`src/rtl/seq_chunk_adder.sv`:
```
// Multi-cycle adder: a + b + cin over WIDTH/CHUNK cycles, with a start/done handshake.
// Optional feature macro: ADD_SUB_EN adds a 'sub' port so the same datapath can compute a + ~b + cin.
module seq_chunk_adder #(
    parameter int WIDTH = 8,
    parameter int CHUNK = 2
) (
    input  logic             clk,
    input  logic             rst_n,
    input  logic             start,
    input  logic [WIDTH-1:0] a,
    input  logic [WIDTH-1:0] b,
    input  logic             cin,
`ifdef ADD_SUB_EN
    input  logic             sub,
`endif
    output logic             busy,
    output logic             done,
    output logic [WIDTH-1:0] sum,
    output logic             cout
);

    localparam int N  = WIDTH / CHUNK;
    localparam int CW = $clog2(N + 1);

    generate
        if (WIDTH < 2) begin : g_bad_width
            $error("seq_chunk_adder: WIDTH must be at least 2");
        end
        if (CHUNK < 1 || CHUNK > WIDTH) begin : g_bad_chunk
            $error("seq_chunk_adder: CHUNK must be in 1..WIDTH");
        end
        if (CHUNK >= 1 && (WIDTH % CHUNK) != 0) begin : g_bad_ratio
            $error("seq_chunk_adder: WIDTH must be a multiple of CHUNK");
        end
    endgenerate

    typedef enum logic [1:0] {
        IDLE = 2'd0,
        RUN  = 2'd1,
        DONE = 2'd2
    } state_t;

    state_t           state;
    logic [WIDTH-1:0] a_r;
    logic [WIDTH-1:0] b_r;
    logic             c_r;
    logic [WIDTH-1:0] s_r;
    logic [CW-1:0]    cnt;

    logic [WIDTH-1:0] b_cap;
    logic [CHUNK:0]   chunk_sum;
    logic [WIDTH-1:0] s_next;
    logic             last;

`ifdef ADD_SUB_EN
    // Subtraction reuses the adder: invert B on capture, caller supplies cin=1.
    assign b_cap = sub ? ~b : b;
`else
    assign b_cap = b;
`endif

    assign chunk_sum = {1'b0, a_r[CHUNK-1:0]} + {1'b0, b_r[CHUNK-1:0]} + {{CHUNK{1'b0}}, c_r};
    assign last      = (cnt == CW'(N - 1));

    // New chunk enters at the top so after N shifts bit 0 holds the lowest chunk.
    generate
        if (CHUNK == WIDTH) begin : g_full
            assign s_next = chunk_sum[CHUNK-1:0];
        end else begin : g_part
            assign s_next = {chunk_sum[CHUNK-1:0], s_r[WIDTH-1:CHUNK]};
        end
    endgenerate

    always_ff @(posedge clk or negedge rst_n) begin
        if (!rst_n) begin
            state <= IDLE;
            a_r   <= '0;
            b_r   <= '0;
            c_r   <= 1'b0;
            s_r   <= '0;
            cnt   <= '0;
            busy  <= 1'b0;
            done  <= 1'b0;
            sum   <= '0;
            cout  <= 1'b0;
        end else begin
            case (state)
                IDLE, DONE: begin
                    done <= 1'b0;
                    if (start) begin
                        a_r   <= a;
                        b_r   <= b_cap;
                        c_r   <= cin;
                        cnt   <= '0;
                        busy  <= 1'b1;
                        state <= RUN;
                    end else begin
                        busy  <= 1'b0;
                        state <= IDLE;
                    end
                end
                RUN: begin
                    a_r <= a_r >> CHUNK;
                    b_r <= b_r >> CHUNK;
                    c_r <= chunk_sum[CHUNK];
                    s_r <= s_next;
                    cnt <= cnt + CW'(1);
                    // Outputs are only updated here so no partial result is ever visible.
                    if (last) begin
                        sum   <= s_next;
                        cout  <= chunk_sum[CHUNK];
                        busy  <= 1'b0;
                        done  <= 1'b1;
                        state <= DONE;
                    end
                end
                default: begin
                    busy  <= 1'b0;
                    done  <= 1'b0;
                    state <= IDLE;
                end
            endcase
        end
    end

endmodule
```
`config.mk`:
```
export PLATFORM = sky130hd
export DESIGN_NAME = seq_chunk_adder
export DESIGN_NICKNAME = d
export VERILOG_FILES = /design/src/rtl/seq_chunk_adder.sv
export SDC_FILE = /design/constraint.sdc
export NUM_CORES = 1
export LEC_CHECK = 0
export ABC_AREA = 1
export BUFFER_PORTS_ARGS = -buffer_cell sky130_fd_sc_hd__buf_2
export CAP_MARGIN = 20
export CORE_ASPECT_RATIO = 1.75
export CORE_MARGIN = 3
export CORE_UTILIZATION = 50
export DETAILED_ROUTE_END_ITERATION = 12
export GPL_TIMING_DRIVEN = 0
export PLACE_DENSITY = 0.69
export SLEW_MARGIN = 20
export SYNTH_ARGS = -nofsm -noshare
export SYNTH_HDL_FRONTEND = slang
export SYNTH_SLANG_ARGS = --single-unit
```
`constraint.sdc`:
```
create_clock -name clk -period 3.69 [get_ports clk]
set_input_delay 0.9225 -clock clk [delete_from_list [all_inputs] [get_ports clk]]
set_output_delay 0.9225 -clock clk [all_outputs]
set_load 0.02 [all_outputs]
```
# Word-level counts from Yosys, hierarchy flattened
# Index checks and enable logic that the tools add are counted.
totals:
  reg_bits: 41
  inputBits: 20
  output_inout_bits: 11
  word_cells: 39
classes:
  n_addsub: 3
  n_eq_ne: 5
  n_mux: 16
  reduce_logical: 5
ops:
  columns: ["operator", "count"]
  rows:
  - ["$pmux 8 s2", 2]
  - ["$mux 8", 2]
  - ["$mux 1", 6]
  - ["$pmux 3 s2", 1]
  - ["$ne 2x2->1 const B", 2]
  - ["$pmux 1 s2", 2]
  - ["$pmux 2 s2", 1]
  - ["$reduce_and 2->1", 2]
  - ["$add 2x2->3", 1]
  - ["$add 3x1->3", 1]
  - ["$add 3x1->3 const B", 1]
  - ["$eq 3x2->1 const B", 1]
  - ["$mux 3", 1]
  - ["$eq 2x1->1 const B", 1]
  - ["$eq 2x2->1 const B", 1]
  - ["$logic_not 2->1", 1]
  - ["$mux 2", 1]
  - ["$reduce_bool 2->1", 1]
  - ["$reduce_or 2->1", 1]

# Depth between registers and ports, before layout
depth:
  depth_word: 4
  depth_mapped: 8
  mapped_depth_nobuf: 8

# Least setup slack after synthesis
# OpenSTA, ideal clock, no wires.
synth_timing:
  kind: "reg-to-reg"
  from: "reg a_r[0]"
  to: "reg s_r[7]"
  setup_time_ps: 127
  t_arrival_ps: 1387
  required_ps: 3563
  path_slack_ps: 2176
  path_stages_with_launch: 5
  n_path_buf: 0
  period_less_slack_ps: 1514
  cell_sequence: "dfrtp_1 > inv_1 > fa_1 > fa_1 > o21ai_0"
synth_via:
  elab_chain_cells: 2
synth_lines:
  columns: ["item", "line_no", "source"]
  rows:
  - ["from (decl)", "44", "logic [WIDTH-1:0] a_r;"]
  - ["from (signal assigned)", "103", "a_r <= a_r >> CHUNK;"]
  - ["$add 2x2->3", "62", "assign chunk_sum = {1'b0, a_r[CHUNK-1:0]} + {1'b0, b_r[CHUNK-1:0]} + {{CHUNK{1'b0}}, c_r};"]
  - ["$add 3x1->3", "62", null]
  - ["to (signal assigned)", "106", "s_r <= s_next;"]
  - ["to (decl)", "47", "logic [WIDTH-1:0] s_r;"]
# Every way passes these cells.
# A chain may end at the register's enable or synchronous reset.

# Final worst setup path
layout_timing:
  from: "reg done"
  to: "out done"
layout_lines:
  columns: ["item", "line_no", "source"]
  rows:
  - ["from (decl)", "17", "output logic done,"]
  - ["from (signal assigned)", "83", "done <= 1'b0;"]
  - ["from (signal assigned)", "89", "done <= 1'b0;"]
  - ["from (signal assigned)", "113", "done <= 1'b1;"]
# No word-level cell between the ends.

==> run metrics <==
reg2reg path depth=8; max-slew violation count=0; clk_skew=around 3.2 ps; Max VDD drop=0.529 mV; post-DR wirelength/cell=11.9 µm; Crit path max-delay family=flip-flops; syn_nets=235; crit-path cells=buf_2; first-pass GRT wire length=between 6 and 7 mm; top cells by area, synth=dfrtp_1, nand2_1, inv_1; DRT antenna net count=0; clk_lat worst skew=290 ps; Sink Count=38; Antenna diodes=0; Hold WC Path Type=flip-flop to flip-flop; r2r startpoint=a_r[0]; period utilization=around half; Synth Area in Compound Gates=7.12%; Resize count post-CTS=0; cts bufs inserted=5; H-tree lvl count=2; Synth top area share=53.6%; synthesized area per cell=8.41 µm²; RSZ-0062 raised after global routing=no; hold buffers post-CTS=0; DP Wirelength=2.52 mm; Synth Flop Type=dfrtp_1; crit path kind=flip-flop to output port; Hold EP=sum[1]; fmax=0.549 GHz; HP Start=sum[1]; CP Data Required Time=2770 ps; Slew headroom=44.3%; die area=approximately 0.0043 mm²; largest net degree at the start of global routing=39; die width=51.0 µm; Post-Synth XOR/XNOR Area=0%; row count=28; die height=84.8 µm; routed wire length=around 3.5 mm; Buf+Inv Stages, Crit Path=1; 1st-pass router iterations=4; gr ovfl total=0; CTS tree=yes; status=finished, final reports clean; sequential-to-total area share from yosys stat=53.6%; CP max FO=3; deepest clock path buffer count=2; Seq cells post-synth=38; Setup Buffers After CTS=0; IO Count=31; initial antenna violation count=0; Post-synth EDFFs=0; nets=between 200 and 300; Mapped Cells=211; Worst Tran Pin Value=836 ps; Vias per Instance=4.68; final hold violations=0; Ys Warns=0; Post-Synth Adder-Cell Area=3.66%; DRC=0; Critical Path Slowest Stage Cell=dfrtp_1; commonest non-fill, non-tap cell in the layout=nand2_1; setup TNS=0 ps; Post-synth ARST share=100%; Yosys cell types=19; layout cells sized above 1=22.9%; Final min period=approximately 1800 ps; Place WS=1940 ps; Clock Root Buffer=clkbuf_8; critical path launch point type=flip-flop; clock-pin slew on the worst setup and hold paths=around 70 ps; Leak Pwr=0.00119 µW; Yosys top cell by area=dfrtp_1; initial core utilization=a little over half; RR Endpoint=c_r; Vias=about 1.4k; largest family of logic cells by synthesized area=simple AND/OR/NAND/NOR gates; total global-route track usage=20.1%; Pwr per Cell Area=927 mW/mm²; worst path arrival time=~900 ps; hold depth=2; vias in the first global route=1443; mux cell area share after synthesis=0%; number of max-cap violations=0; Setup WS post-layout=between 1500 and 2000 ps; Setup Viol. Count Final=0; PortBufs=30; Setup crit end kind=output port; mapped cell area=0.00178 mm²; Reg2Reg Setup Slack=2090 ps; core area=around 0.0034 mm²; max incr delay on CP=420 ps; gpl congestion=between 0.7 and 0.8; highest-count cells in the layout ignoring fill and taps=nand2_1, inv_1, dfrtp_1; Area Overhead vs Synth=16.8%; simple-gate share of the synthesized area=24.5%; initial drt markers=33
## worst max-delay path by stage
stage,start,endpoint,slack [ps],cells past startpoint
after global routing,done,done,1830,1
after CTS,done,done,1870,1
after global placement,start,b_r[4],1950,7
after detailed placement,start,b_r[4],1940,7
after floorplan,a_r[0],s_r[7],2180,4
final,done,done,1870,1
## cell usage after synthesis, types with 2 or more instances
master / n
ha_1: 2
clkbuf_1: 2
nand3_1: 25
nor2_1: 2
o21ai_2: 7
fa_1: 2
buf_4: 2
nand2_1: 68
o21ai_0: 12
dfrtp_1: 38
buf_2: 2
inv_2: 2
nand2_2: 3
inv_1: 39
## through the flow
step / hold WS, ps / utilization [%] / area, µm² / total power [µW] / cells
after global routing: 500 / 61.0 / 2070 / 2140 / 294
after floorplan: 442 / - / 1780 / 1400 / 211
after CTS: 479 / 61.0 / 2070 / 1950 / 294
final: 473 / 61.0 / 2070 / 1920 / 294
after detailed placement: 460 / 58.3 / 1980 / 1650 / 286
after global placement: 453 / 58.3 / 1980 / 1620 / 286
## final cells by class
type / count / area (µm²)
Fill cell: 325 / 1330
Clock buffer: 7 / 86.3
Buffer: 7 / 43.8
Inverter: 41 / 154
Sequential cell: 38 / 951
Tap cell: 45 / 56.3
Clock inverter: 1 / 5.00
Timing Repair Buffer: 30 / 150
Multi-Input combinational cell: 125 / 627
## cells by family (layout without fill, tap and decap cells)
| logic type | Yosys count | after routing |
|---|---|---|
| AO/OA/AOI/OAI | 20 | 20 |
| adder cells (fa/ha/maj) | 4 | 4 |
| buffers and inverters | 48 | 86 |
| flip-flops | 38 | 38 |
| AND/OR/NAND/NOR | 101 | 101 |
## registers in the layout, indices dropped and copies added, names as in the netlist
| register | count |
|---|---|
| busy | 1 |
| done | 1 |
| state | 1 |
| a_r | 8 |
| cnt | 3 |
| s_r | 6 |
| c_r | 1 |
| b_r | 8 |
| cout | 1 |
| sum | 8 |
## power by group
part / leakage, µW / internal, µW / total, µW / switching, µW
combinational: 0.000666 / 334 / 920 / 586
sequential: 0.000475 / 614 / 709 / 94.5
clock: 0.0000482 / 151 / 293 / 142
## worst reg2reg max path: cells and delay by family (launching register included)
family,cells,cell delay (ps)
adders and majority gates,2,860
buffers and inverters,3,180
DFF,1,350
and+or+nand+nor,3,150
## metal layers
metal / vias to the layer above / wire (µm) / track usage (%)
met5: - / 0 / 0
met4: 0 / 68 / 8.09
met3: 4 / 154 / 4.22
met2: 33 / 1940 / 34.5
met1: 631 / 1330 / 24.0
li1: 707 / - / -
(Power assumes the default switching activity.)
